File: src/rtl/mem_arbiter_if.sv
// Bus bundle between the CPU fetch/data ports, the arbiter and the unified block RAM.
// The slave modport is the arbiter's view; the master modport is the CPU/RAM side.
interface mem_arbiter_if;
    logic        if_req_i;
    logic [31:0] if_addr_i;
    logic        if_gnt_o;
    logic        if_rvalid_o;
    logic [31:0] if_rdata_o;
    logic        dm_req_i;
    logic [31:0] dm_addr_i;
    logic [3:0]  dm_write_mask_i;
    logic [31:0] dm_write_data_i;
    logic        dm_gnt_o;
    logic        dm_rvalid_o;
    logic [31:0] dm_rdata_o;
    logic        mem_en_o;
    logic [31:0] mem_addr_o;
    logic [3:0]  mem_write_mask_o;
    logic [31:0] mem_write_data_o;
    logic [31:0] mem_read_data_i;
    logic [31:0] contention_count_o;

    modport slave (
        input  if_req_i, if_addr_i,
        output if_gnt_o, if_rvalid_o, if_rdata_o,
        input  dm_req_i, dm_addr_i, dm_write_mask_i, dm_write_data_i,
        output dm_gnt_o, dm_rvalid_o, dm_rdata_o,
        output mem_en_o, mem_addr_o, mem_write_mask_o, mem_write_data_o,
        input  mem_read_data_i,
        output contention_count_o
    );

    modport master (
        output if_req_i, if_addr_i,
        input  if_gnt_o, if_rvalid_o, if_rdata_o,
        output dm_req_i, dm_addr_i, dm_write_mask_i, dm_write_data_i,
        input  dm_gnt_o, dm_rvalid_o, dm_rdata_o,
        input  mem_en_o, mem_addr_o, mem_write_mask_o, mem_write_data_o,
        output mem_read_data_i,
        input  contention_count_o
    );
endinterface

File: src/rtl/mem_arbiter.sv
// Fetch/data arbiter for one single-port synchronous-read RAM: data first, fetch forced after a bounded data streak.
// Optional MEM_ARB_PERF_EN adds a 32-bit counter of cycles where both ports request.
module mem_arbiter #(
    parameter int unsigned MAX_DATA_STREAK = 4
) (
    input  logic         clk_i,
    input  logic         reset_i,
    mem_arbiter_if.slave bus
);
    typedef enum logic [1:0] {
        RSP_NONE = 2'd0,
        RSP_IF   = 2'd1,
        RSP_DM   = 2'd2
    } rsp_e;

    localparam logic [3:0] LP_MAX_STREAK = 4'(MAX_DATA_STREAK);

    rsp_e       r_rsp;
    rsp_e       w_rsp_nxt;
    logic [3:0] r_streak;
    logic [3:0] w_streak_nxt;
    logic       w_if_gnt;
    logic       w_dm_gnt;

    // Grants are gated by reset so nothing reaches the RAM while reset is held.
    always_comb begin
        w_dm_gnt = 1'b0;
        w_if_gnt = 1'b0;
        if (reset_i) begin
            if (bus.dm_req_i && !(bus.if_req_i && (r_streak == LP_MAX_STREAK))) begin
                w_dm_gnt = 1'b1;
            end else if (bus.if_req_i) begin
                w_if_gnt = 1'b1;
            end
        end
    end

    assign bus.if_gnt_o = w_if_gnt;
    assign bus.dm_gnt_o = w_dm_gnt;

    always_comb begin
        w_streak_nxt = r_streak;
        if (!bus.if_req_i || w_if_gnt) begin
            w_streak_nxt = 4'd0;
        end else if (w_dm_gnt) begin
            w_streak_nxt = (r_streak >= LP_MAX_STREAK) ? LP_MAX_STREAK : r_streak + 4'd1;
        end
    end

    always_ff @(posedge clk_i or negedge reset_i) begin
        if (!reset_i) begin
            r_streak <= 4'd0;
        end else begin
            r_streak <= w_streak_nxt;
        end
    end

    always_comb begin
        bus.mem_en_o         = w_if_gnt | w_dm_gnt;
        bus.mem_addr_o       = 32'd0;
        bus.mem_write_mask_o = 4'd0;
        bus.mem_write_data_o = 32'd0;
        if (w_dm_gnt) begin
            bus.mem_addr_o       = bus.dm_addr_i;
            bus.mem_write_mask_o = bus.dm_write_mask_i;
            bus.mem_write_data_o = bus.dm_write_data_i;
        end else if (w_if_gnt) begin
            bus.mem_addr_o = bus.if_addr_i;
        end
    end

    // Response owner: records who issued the read whose data the RAM returns next cycle.
    always_ff @(posedge clk_i or negedge reset_i) begin
        if (!reset_i) begin
            r_rsp <= RSP_NONE;
        end else begin
            r_rsp <= w_rsp_nxt;
        end
    end

    always_comb begin
        w_rsp_nxt = RSP_NONE;
        if (w_if_gnt) begin
            w_rsp_nxt = RSP_IF;
        end else if (w_dm_gnt && (bus.dm_write_mask_i == 4'd0)) begin
            w_rsp_nxt = RSP_DM;
        end

        bus.if_rvalid_o = 1'b0;
        bus.if_rdata_o  = 32'd0;
        bus.dm_rvalid_o = 1'b0;
        bus.dm_rdata_o  = 32'd0;
        case (r_rsp)
            RSP_IF: begin
                bus.if_rvalid_o = 1'b1;
                bus.if_rdata_o  = bus.mem_read_data_i;
            end
            RSP_DM: begin
                bus.dm_rvalid_o = 1'b1;
                bus.dm_rdata_o  = bus.mem_read_data_i;
            end
            default: ;
        endcase
    end

`ifdef MEM_ARB_PERF_EN
    logic [31:0] r_contention;

    always_ff @(posedge clk_i or negedge reset_i) begin
        if (!reset_i) begin
            r_contention <= 32'd0;
        end else if (bus.if_req_i && bus.dm_req_i) begin
            r_contention <= r_contention + 32'd1;
        end
    end

    assign bus.contention_count_o = r_contention;
`else
    assign bus.contention_count_o = 32'd0;
`endif

endmodule

File: src/flat_wrapper.sv
// flat-port wrapper written by rule: the top's interface ports become plain ports
module mem_arbiter_flat 
#(
    parameter int unsigned MAX_DATA_STREAK = 4
)
  (clk_i, reset_i, bus_if_req_i, bus_if_addr_i, bus_if_gnt_o, bus_if_rvalid_o, bus_if_rdata_o, bus_dm_req_i, bus_dm_addr_i, bus_dm_write_mask_i, bus_dm_write_data_i, bus_dm_gnt_o, bus_dm_rvalid_o, bus_dm_rdata_o, bus_mem_en_o, bus_mem_addr_o, bus_mem_write_mask_o, bus_mem_write_data_o, bus_mem_read_data_i, bus_contention_count_o);
  mem_arbiter_if bus_i ();
  input  logic clk_i;
  input  logic reset_i;
  input wire logic [$bits(bus_i.if_req_i)-1:0] bus_if_req_i;
  input wire logic [$bits(bus_i.if_addr_i)-1:0] bus_if_addr_i;
  output wire logic [$bits(bus_i.if_gnt_o)-1:0] bus_if_gnt_o;
  output wire logic [$bits(bus_i.if_rvalid_o)-1:0] bus_if_rvalid_o;
  output wire logic [$bits(bus_i.if_rdata_o)-1:0] bus_if_rdata_o;
  input wire logic [$bits(bus_i.dm_req_i)-1:0] bus_dm_req_i;
  input wire logic [$bits(bus_i.dm_addr_i)-1:0] bus_dm_addr_i;
  input wire logic [$bits(bus_i.dm_write_mask_i)-1:0] bus_dm_write_mask_i;
  input wire logic [$bits(bus_i.dm_write_data_i)-1:0] bus_dm_write_data_i;
  output wire logic [$bits(bus_i.dm_gnt_o)-1:0] bus_dm_gnt_o;
  output wire logic [$bits(bus_i.dm_rvalid_o)-1:0] bus_dm_rvalid_o;
  output wire logic [$bits(bus_i.dm_rdata_o)-1:0] bus_dm_rdata_o;
  output wire logic [$bits(bus_i.mem_en_o)-1:0] bus_mem_en_o;
  output wire logic [$bits(bus_i.mem_addr_o)-1:0] bus_mem_addr_o;
  output wire logic [$bits(bus_i.mem_write_mask_o)-1:0] bus_mem_write_mask_o;
  output wire logic [$bits(bus_i.mem_write_data_o)-1:0] bus_mem_write_data_o;
  input wire logic [$bits(bus_i.mem_read_data_i)-1:0] bus_mem_read_data_i;
  output wire logic [$bits(bus_i.contention_count_o)-1:0] bus_contention_count_o;
  assign bus_i.if_req_i = bus_if_req_i;
  assign bus_i.if_addr_i = bus_if_addr_i;
  assign bus_if_gnt_o = bus_i.if_gnt_o;
  assign bus_if_rvalid_o = bus_i.if_rvalid_o;
  assign bus_if_rdata_o = bus_i.if_rdata_o;
  assign bus_i.dm_req_i = bus_dm_req_i;
  assign bus_i.dm_addr_i = bus_dm_addr_i;
  assign bus_i.dm_write_mask_i = bus_dm_write_mask_i;
  assign bus_i.dm_write_data_i = bus_dm_write_data_i;
  assign bus_dm_gnt_o = bus_i.dm_gnt_o;
  assign bus_dm_rvalid_o = bus_i.dm_rvalid_o;
  assign bus_dm_rdata_o = bus_i.dm_rdata_o;
  assign bus_mem_en_o = bus_i.mem_en_o;
  assign bus_mem_addr_o = bus_i.mem_addr_o;
  assign bus_mem_write_mask_o = bus_i.mem_write_mask_o;
  assign bus_mem_write_data_o = bus_i.mem_write_data_o;
  assign bus_i.mem_read_data_i = bus_mem_read_data_i;
  assign bus_contention_count_o = bus_i.contention_count_o;
  mem_arbiter #(.MAX_DATA_STREAK(MAX_DATA_STREAK)) u_core (.clk_i(clk_i), .reset_i(reset_i), .bus(bus_i));
endmodule
File: config.mk
export PLATFORM = sky130hd
export DESIGN_NAME = mem_arbiter_flat
export DESIGN_NICKNAME = d
export VERILOG_FILES = /design/src/rtl/mem_arbiter_if.sv /design/src/rtl/mem_arbiter.sv /design/src/flat_wrapper.sv
export SDC_FILE = /design/constraint.sdc
export NUM_CORES = 1
export LEC_CHECK = 0
export ABC_AREA = 1
export CAP_MARGIN = 10
export CORE_AREA = 10 10 111 113
export CTS_CLUSTER_DIAMETER = 40
export DETAILED_ROUTE_END_ITERATION = 8
export DIE_AREA = 0 0 121 123
export DONT_BUFFER_PORTS = 1
export PLACE_DENSITY = 0.34
export SLEW_MARGIN = 30
export SYNTH_ARGS = -nofsm -noshare
export SYNTH_HDL_FRONTEND = slang
export SYNTH_SLANG_ARGS = --single-unit
File: constraint.sdc
create_clock -name clk_i -period 1.6 [get_ports clk_i]
set_input_delay 0.16 -clock clk_i [delete_from_list [all_inputs] [get_ports clk_i]]
set_output_delay 0.16 -clock clk_i [all_outputs]
set_load 0.02 [all_outputs]
==> results of run 1 <==
[layout by cell type, fill, tap and decap left out, types with 3 or more instances in the layout]
cell      synthesis  final
nor2_1          103     81
clkbuf_8          0      3
dfrtp_1           6      6
nand2_4           1     24
nand2_2           1     30
nand2_1         104     51
buf_12            0      4
nand2_8           0      7
conb_1            1     32
buf_6             6     26
nor2_4            1     22
buf_4            32     92
nand3_1           4      4
inv_1            77     75
[per-layer routing]
| layer | track usage | vias up | wire [um] |
|---|---|---|---|
| met4 | 0.0302 | 0 | 142 |
| met2 | 0.210 | 179 | 5620 |
| met1 | 0.0996 | 1040 | 3390 |
| met5 | 0 | - | 0 |
| li1 | - | 1178 | - |
| met3 | 0.0561 | 8 | 1350 |
[power groups by stage]
stage          Clock, mW  Combinational [mW]  Sequential [mW]
3_3_place_gp           0               0.567            0.160
5_1_grt            0.245               0.819            0.158
6_report           0.224               0.764            0.158
4_1_cts            0.236               0.636            0.157
3_5_place_dp           0               0.569            0.160
2_1_floorplan          0               0.468            0.160
[worst register-to-register path, cell delays in order (launching register included)]
cell,delay [ns]
dfrtp_1,0.35
inv_2,0.05
ha_4,0.16
nand2_4,0.07
nor2_4,0.05
nor2_8,0.16
buf_12,0.18
nand2_8,0.07
buf_4,0.13
buf_4,0.12
nor3_2,0.09
[cells by family after synthesis]
| logic type | Yosys count | synth area share |
|---|---|---|
| DFF | 6 | 0.0869 |
| AOI/OAI and AO/OA | 1 | 0.00289 |
| other | 1 | 0.00217 |
| buffers and inverters | 125 | 0.370 |
| and+or+nand+nor | 221 | 0.524 |
| adders and majority gates | 2 | 0.0145 |
[registers in the layout, indices dropped and copies added (netlist names)]
signal,count
u_core.r_rsp,2
u_core.r_streak,4
[worst max path at each step]
| stage | start | to | slack [ns] | cells after the start |
|---|---|---|---|---|
| floorplan | u_core.r_streak[0]$_DFFE_PN0P_ | bus_mem_write_data_o[22] | -0.04 | 9 |
| CTS | u_core.r_streak[0]$_DFFE_PN0P_ | bus_mem_addr_o[9] | -0.22 | 9 |
| global placement | u_core.r_streak[0]$_DFFE_PN0P_ | bus_mem_addr_o[9] | -0.05 | 9 |
| finish | u_core.r_streak[1]$_DFFE_PN0P_ | bus_mem_addr_o[1] | -0.24 | 9 |
| detailed placement | u_core.r_streak[0]$_DFFE_PN0P_ | bus_mem_addr_o[9] | -0.05 | 9 |
| global route | u_core.r_streak[0]$_DFFE_PN0P_ | bus_mem_addr_o[19] | -0.34 | 9 |
[stage by stage]
stage / TNS [ns] / instances
floorplan: -0.757 / 387
global placement: -0.305 / 588
detailed placement: -1.35 / 588
CTS: -12.53 / 598
global route: -19.14 / 611
finish: -12.58 / 611
[cells in the mapped netlist (2+ instances only)]
cell type / instances
buf_6: 6
nand4_1: 2
inv_1: 77
buf_4: 32
ha_1: 2
clkbuf_1: 6
dfrtp_1: 6
nand2_1: 104
nor2_1: 103
buf_2: 4
nor2_8: 2
nor3_1: 2
nand3_1: 4
[layout make-up]
class | instances | area (sq um)
clock buffer | 3 | 41.3
sequential | 6 | 150
tap | 136 | 170
multi-input combinational | 262 | 1610
fill | 1069 | 6730
timing repair buffer | 127 | 1150
inverter | 77 | 289
[timing repair]
item,CTS,global route
pin swaps,4,25
resized for setup,59,100
endpoints found under the setup margin,71,71
hold endpoints to repair,6,1
cloned,3,6
hold buffers,1,1
buffers inserted,3,8
==> summary.txt, run 1 <==
Run status
  • Outcome: complete, but fails checks
  • Failing checks: negative setup slack

Timing
  • Final hold viol count: 0
  • Clk_skew: 0.00127 ns
  • Final-report setup violation count: 71
  • Slew Limit Fails: 0
  • Fin Hold WS: about 0.056 ns
  • Peak Freq: between 0.5 and 0.6 GHz
  • Final worst slack: -0.240 ns
  • Minimum clock period: between 1.5 and 2 ns
  • Crit share post-route: 1.15
  • Unrepaired setup endpoints after global routing: true

Worst setup path
  • R2R depth: 10
  • Worst R2R Start: u_core.r_streak[1]$_DFFE_PN0P_
  • R2R Setup Slk: approximately 0.090 ns
  • Slowest CP cell: dfrtp_1
  • Critical path's top delay family: simple AND/OR/NAND/NOR gates
  • Crit end category: primary output
  • Worst-path maximum fanout: 8
  • Crit path kind: reg -> out
  • Worst R2R End: u_core.r_rsp[1]$_DFF_PN0_
  • Worst Path Required: 1.44 ns
  • CP peak stage delay: about 0.38 ns
  • Crit-path cells: inv_2, ha_4, nand2_4, nor2_4, nor2_8, nor2_8, clkbuf_16, nand2_2, nand2_4
  • Arr. time, crit path: between 1.5 and 2 ns
  • CP bufs+invs: 2
  • Crit start category: flop

Final layout
  • Area delta synth->final: 97.5%
  • Final core occ: 0.337
  • Fraction of layout cells with a size suffix above 1: 0.461
  • Final net count: about 620
  • Finished Cell Area: ~3400 sq um
  • Diode count: 0

Power
  • IR drop worst, VDD: 0.233 mV
  • Clock network power share: 0.195
  • Combinational group share of total power: 0.667
  • P_int: ~580 uW
  • Sequential Power Share: 0.138
  • Static Leak: around 2.0 nW
  • Psw: around 570 uW
  • Power after layout: around 1.1 mW
  • Power per cell area: roughly 340 nW/um^2
  • Sw frac: 0.498

Global routing
  • Remaining global-route overflow: 0
  • Largest net degree at the start of global routing: 34
  • Initial antenna violation count: 0
  • First-pass GRT wire length: 13300 um
  • Vias in the first global route: 2431
  • Overall routing resource usage: 0.110

Synth
  • Synth area leader: nand2_1
  • Synth Cell Area: roughly 1700 sq um
  • Sequential cell area fraction in the yosys report: 0.0869
  • Asr flop ratio synth: 1.00
  • Yosys warns: 0
  • Ranking of synthesized cells by area: nand2_1 (23%), nor2_1 (22%), inv_1 (17%), buf_4 (14%), dfrtp_1 (8.7%)
  • Distinct cells, synth: 19
  • Post-synth top area share: 0.226
  • Dominant synthesized flop cell: dfrtp_1
  • Synthesized area per cell: roughly 4.9 sq um
  • Post-Synthesis Cells: 356
  • Synthesized flop and latch total: 6
  • Number of flops mapped to enable cells by yosys: 0

Placement
  • Final GP Congestion: ~0.79
  • Placed cell area: between 2000 and 3000 sq um
  • Dpl ws: -0.0521 ns
  • DP HPWL: 8130 um
  • IO buf count: 0

Worst hold path
  • Hold path depth: 2
  • Worst hold path class: in -> reg
  • WHS Endpoint: u_core.r_streak[3]$_DFFE_PN0P_
  • Hold Path Origin: bus_if_req_i

Floorplan
  • Core ar.: between 10000 and 15000 sq um
  • Row cnt: 37
  • I/O Pins: a little over 300
  • Die Y: approximately 120 um
  • DIE AREA: between 10000 and 15000 sq um
  • Die Width: around 120 um
  • Initial core utilization: 0.170

Routing
  • TritonRoute pass-1 iters: 4
  • Avg WL per Cell: roughly 17 um
  • Via count: around 2400
  • Drt drc: 0
  • Final wirelength: between 10000 and 15000 um
  • Initial detailed-routing violation count: 71
  • Post-DRT Antenna Nets: 0
  • Routed vias/inst: just under 4

Clocking
  • CTS max path bufs: 2
  • Skew-Pair Late Insertion Delay: ~0.22 ns
  • Max H-tree Level: 1
  • Clock Sink Count: 6
  • CTS tree: built
  • Clock transition at path regs: 0.04 ns
  • Root Driver: clkbuf_8
  • Inserted Clock Buffers: 3

Flow run
  • Max cap viols: 0
(Power assumes the default switching activity.)
==> run 2, diff against run 1 <==
SETUP_SLACK_MARGIN = 0.05   (was default)
==> run 2 against run 1 <==
Net effect:
- the run still ends with negative setup slack left
- register-to-register slack better by 0.10 ns
- largest power group unchanged
- combinational power is 5.9% lower
- die area unchanged
- non-clock buffer count is 11 lower
- count of clock-buffer cells in the layout did not move
- first-iteration DRC count decreased by 34%
- final cell count is 2.8% lower
- clock skew is 0.00062 ns higher
- power down 2.9%
==> summary.txt, run 2 (synthesis gave the netlist of run 1 again) <==
Worst setup path
  • Arr. time, crit path: roughly 1.6 ns
  • Worst setup path start: u_core.r_streak[0]$_DFFE_PN0P_
  • Worst Path Required: 1.44 ns
  • Worst R2R End: u_core.r_streak[2]$_DFFE_PN0P_
  • R2R depth: 9
  • Crit path kind: reg -> out
  • Worst-path maximum fanout: 17
  • R2R Setup Slk: between 0.15 and 0.2 ns
  • Crit start category: flop
  • Worst R2R Start: u_core.r_streak[0]$_DFFE_PN0P_
  • Crit end category: primary output

Clocking
  • Clock Sink Count: 6
  • Root Driver: clkbuf_8
  • CTS tree: built
  • Inserted Clock Buffers: 3
  • Clock transition at path regs: ~0.04 ns
  • Skew-Pair Late Insertion Delay: about 0.23 ns
  • CTS max path bufs: 2
  • Max H-tree Level: 1

Final layout
  • Area delta synth->final: 83.2%
  • Largest Register: u_core.r_streak
  • Finished Cell Area: ~3200 sq um
  • Diode count: 0
  • Most frequent cells in the layout: inv_1 (75), buf_4 (73), nand2_1 (71)
  • Commonest non-fill, non-tap cell in the layout: inv_1
  • Top flop regs: u_core.r_streak x4, u_core.r_rsp x2
  • Fraction of layout cells with a size suffix above 1: 0.430
  • Final core occ: 0.312
  • Max reg flops: 4
  • Finished Layout Cells: around 590
  • Fill cell count: approximately 1100
  • Final net count: around 600

Power
  • Power after layout: between 1 and 1.5 mW
  • Static Leak: between 1.5 and 2 nW
  • Power per cell area: around 350 nW/um^2
  • IR drop worst, VDD: 0.399 mV

Global routing
  • Most used routing layer: met2
  • Vias in the first global route: ~2300
  • Largest net degree at the start of global routing: 34
  • Met2 Track Usage GR: 0.196
  • Initial antenna violation count: 0
  • Met3 Use GR: 0.0524
  • First-pass GRT wire length: about 12000 um
  • Overall routing resource usage: 0.0989
  • Remaining global-route overflow: 0
  • Met1 usage: 0.0888

Timing
  • Slew Limit Fails: 0
  • Final-report setup violation count: roughly 70
  • Clk_skew: between 0.0015 and 0.002 ns
  • Crit share post-route: 1.13
  • Setup_tns: -11.21 ns
  • Final worst slack: -0.201 ns
  • Minimum clock period: 1.80 ns
  • Unrepaired setup endpoints after global routing: true
  • Final hold viol count: 0
  • Peak Freq: 0.555 GHz
  • Fin Hold WS: 0.00470 ns

Worst hold path
  • Hold path depth: 1
  • WHS Endpoint: u_core.r_rsp[1]$_DFF_PN0_
  • Hold Path Origin: bus_dm_write_mask_i[3]
  • Worst hold path class: in -> reg

Routing
  • Via count: approximately 2300
  • Final wirelength: about 9300 um
  • Avg WL per Cell: around 16 um
  • Initial detailed-routing violation count: between 40 and 50
  • Drt drc: 0
  • TritonRoute pass-1 iters: 4
  • Post-DRT Antenna Nets: 0
  • Routed vias/inst: 3.95

Floorplan
  • Core ar.: approximately 10000 sq um
  • Die Y: around 120 um
  • Initial core utilization: 0.170
  • Die Width: about 120 um
  • DIE AREA: 14900 sq um
  • Row cnt: 37
  • I/O Pins: a little over 300

Placement
  • Placed cell area: 2560 sq um
  • Placed insts: a little under 600
  • IO buf count: 0
  • Dpl ws: -0.0287 ns
  • Final GP Congestion: ~0.83
  • DP HPWL: 7830 um

Flow run
  • Max cap viols: 0

Run status
  • Failing checks: negative setup slack
  • Outcome: complete, but fails checks
## run 2: cell types whose count changed in the layout (fill, tap and decap cells not counted), moves of 3 or more
cell     delta
nand2_4    -23
nand2_1    +20
buf_4      -19
nor2_1     -15
nor2_4      +9
buf_6       +6
nand2_8     -6
nor2_2      +6
buf_8       +3
nand2_2     +3
## run 2: final cells by class
class	count	area (sq um)	share of cell area
multi-input cells	256	1410	0.444
repair buffers	116	1110	0.350
inverters	77	289	0.0913
well taps	136	170	0.0538
flip-flops and latches	6	150	0.0474
clock buffers	3	41.3	0.0130
## run 2: metal layers
| metal | wire, um | part of all wire |
|---|---|---|
| met1 | 2930 | 0.31 |
| met2 | 5200 | 0.56 |
| met3 | 1150 | 0.12 |
| met4 | 67 | 0.0072 |
| met5 | 0 | 0 |
## run 2: how the worst max path moves through the flow
stage                     slack [ns]                  endpoint
final                          -0.20        bus_mem_addr_o[17]
after global routing           -0.28        bus_mem_addr_o[20]
after CTS                      -0.20        bus_mem_addr_o[29]
after detailed placement       -0.03        bus_mem_addr_o[29]
after global placement         0.002        bus_mem_addr_o[29]
after floorplan                -0.04  bus_mem_write_data_o[22]
## run 2: worst max-delay path, cell delays in order, from the launching register on
cell     delay [ns]
dfrtp_1        0.37
inv_2          0.09
ha_4           0.14
nand2_4        0.05
nor2_4         0.17
nor2_8         0.07
nor2_8         0.13
buf_12         0.16
nand2_1        0.08
nand2_2        0.12
## run 2: timing repair
| item | CTS | global route |
|---|---|---|
| setup endpoints to repair | 72 | 77 |
| cloned | 0 | 3 |
| hold buffers | 1 | 0 |
| resized for setup | 50 | 87 |
| setup buffers | 1 | 1 |
| hold endpoints to repair | 6 | 0 |
| pin swaps | 1 | 1 |
## run 2: report_power, final
part | switching (mW) | internal [mW]
clock | 0.0723 | 0.162
sequential | 0.00208 | 0.156
combinational | 0.481 | 0.238
==> run 3, diff against run 2 <==
CELL_PAD_IN_SITES_DETAIL_PLACEMENT = 1   (was default)
CELL_PAD_IN_SITES_GLOBAL_PLACEMENT = 2   (was default)
PLACE_DENSITY = 0.69   (was 0.34)
==> run 3 against run 2 <==
Net effect:
- register-to-register slack better by 0.02 ns
- non-clock buffer count down 1
- the run still ends with negative setup slack left
- global-route usage rose by 2.5 points
- core utilization rose by 0.48 points
==> summary.txt, run 3 (synthesis gave the netlist of run 1 again) <==
Run status
  • Outcome: complete, but fails checks
  • Failing checks: negative setup slack

Routing
  • Post-DRT Antenna Nets: 0
  • Final wirelength: ~11000 um
  • Drt drc: 0
  • Initial detailed-routing violation count: just under 60
  • Via count: roughly 2400
  • Avg WL per Cell: between 15 and 20 um
  • Routed vias/inst: between 4 and 5
  • TritonRoute pass-1 iters: 3

Floorplan
  • Initial core utilization: 0.170
  • Core ar.: roughly 10000 sq um
  • Die Width: roughly 120 um
  • I/O Pins: ~310
  • Row cnt: 37
  • Die Y: 123 um
  • DIE AREA: between 10000 and 15000 sq um

Timing
  • Unrepaired setup endpoints after global routing: true
  • Final worst slack: -0.230 ns
  • Slew Limit Fails: 0
  • Minimum clock period: about 1.8 ns
  • Final hold viol count: 0
  • Peak Freq: 0.546 GHz
  • Crit share post-route: 1.14
  • Clk_skew: between 0.003 and 0.004 ns
  • Final-report setup violation count: 71

Flow run
  • Max cap viols: 0

Power
  • P_int: 560 uW
  • Sw frac: 0.504
  • Sequential Power Share: 0.140
  • Combinational group share of total power: 0.651
  • Static Leak: roughly 1.9 nW
  • Clock network power share: 0.208
  • Power after layout: 1.13 mW
  • Power per cell area: approximately 350 nW/um^2
  • IR drop worst, VDD: roughly 0.19 mV
  • Psw: 568 uW

Clocking
  • Root Driver: clkbuf_8
  • Inserted Clock Buffers: 3
  • Max H-tree Level: 1
  • Clock transition at path regs: roughly 0.04 ns
  • CTS tree: built
  • CTS max path bufs: 2
  • Skew-Pair Late Insertion Delay: around 0.23 ns
  • Clock Sink Count: 6

Worst setup path
  • Worst Path Required: approximately 1.4 ns
  • R2R depth: 8
  • Critical path's top delay family: simple AND/OR/NAND/NOR gates
  • Crit path kind: reg -> out
  • Crit end category: primary output
  • Arr. time, crit path: 1.67 ns
  • Crit start category: flop
  • CP peak stage delay: 0.38 ns
  • CP bufs+invs: 3
  • Slowest CP cell: dfrtp_1
  • CP Depth: 9
  • Worst-path maximum fanout: 8
  • Crit-path cells: inv_2, ha_4, nand2_4, nor2_4, nor2_8, nand2_8, clkbuf_16, nand2_1, buf_6

Final layout
  • Diode count: 0
  • Area delta synth->final: 86.0%
  • Largest Register: u_core.r_streak
  • Max reg flops: 4
  • Commonest non-fill, non-tap cell in the layout: buf_4
  • Final net count: slightly below 600
  • Final core occ: 0.317
  • Fraction of layout cells with a size suffix above 1: 0.440
  • Top flop regs: u_core.r_streak x4, u_core.r_rsp x2
  • Most frequent cells in the layout: buf_4 (76), inv_1 (75), nand2_1 (68)

Worst hold path
  • Hold path depth: 1
  • Worst hold path class: in -> reg

Global routing
  • Overall routing resource usage: 0.124
  • Vias in the first global route: roughly 2700
  • Initial antenna violation count: 0
  • Remaining global-route overflow: 0
  • Largest net degree at the start of global routing: 34
  • First-pass GRT wire length: around 15000 um

Placement
  • Final GP Congestion: around 0.84
  • IO buf count: 0
  • DP HPWL: between 8000 and 9000 um
## run 3: final timing paths
check | startpoint | end | slack (ns)
setup / recovery | u_core.r_streak[0]$_DFFE_PN0P_ | bus_mem_en_o | -0.23
hold / removal | bus_dm_write_mask_i[3] | u_core.r_rsp[1]$_DFF_PN0_ | 0.01
setup reg to reg | u_core.r_streak[0]$_DFFE_PN0P_ | u_core.r_rsp[1]$_DFF_PN0_ | 0.21
hold reg to reg | u_core.r_streak[0]$_DFFE_PN0P_ | u_core.r_streak[0]$_DFFE_PN0P_ | 0.59
max in group asynchronous | reset_i | u_core.r_rsp[1]$_DFF_PN0_ | 1.09
min in group asynchronous | reset_i | u_core.r_streak[1]$_DFFE_PN0P_ | 0.26
## run 3: stage by stage
stage               std cells  area [sq um]  hold slack (ns)  TNS (ns)  setup slack, ns
finish                    593          3210           0.0116    -12.02           -0.230
global placement          582          2540           -0.135  -0.00665         -0.00665
floorplan                 387          1870           -0.136    -0.757          -0.0399
CTS                       589          3020          0.00464    -12.62           -0.230
global route              593          3210          0.00621    -19.24           -0.329
detailed placement        582          2540           -0.135    -0.808          -0.0439
## run 3: final cells by class
| cell class | count | area [sq um] |
|---|---|---|
| inverters | 77 | 289 |
| repair buffers | 115 | 1120 |
| fillers | 1327 | 6920 |
| clock buffers | 3 | 41.3 |
| multi-input cells | 256 | 1440 |
| well taps | 136 | 170 |
| flip-flops and latches | 6 | 150 |
## run 3: metal layers
metal | vias up | GRT usage | routed length [um]
li1 | 1128 | - | -
met1 | 1071 | 0.114 | 3410
met2 | 172 | 0.239 | 5770
met5 | - | 0 | 0
met3 | 6 | 0.0593 | 1280
met4 | 0 | 0.0309 | 121
## run 3: power groups by stage
stage	clock [mW]	combinational, mW	sequential (mW)
6_report	0.235	0.734	0.158
5_1_grt	0.256	0.790	0.159
4_1_cts	0.245	0.686	0.158
3_5_place_dp	0	0.573	0.160
3_3_place_gp	0	0.564	0.159
2_1_floorplan	0	0.475	0.160
## run 3: timing repair
action / CTS / global route
setup buffers: 1 / 2
setup endpoints to repair: 73 / 103
gates resized for setup: 107 / 35
gates cloned: 2 / 2
pin swaps: 1 / 5
endpoints found under the hold margin: 6 / 0
hold buffers: 1 / 0
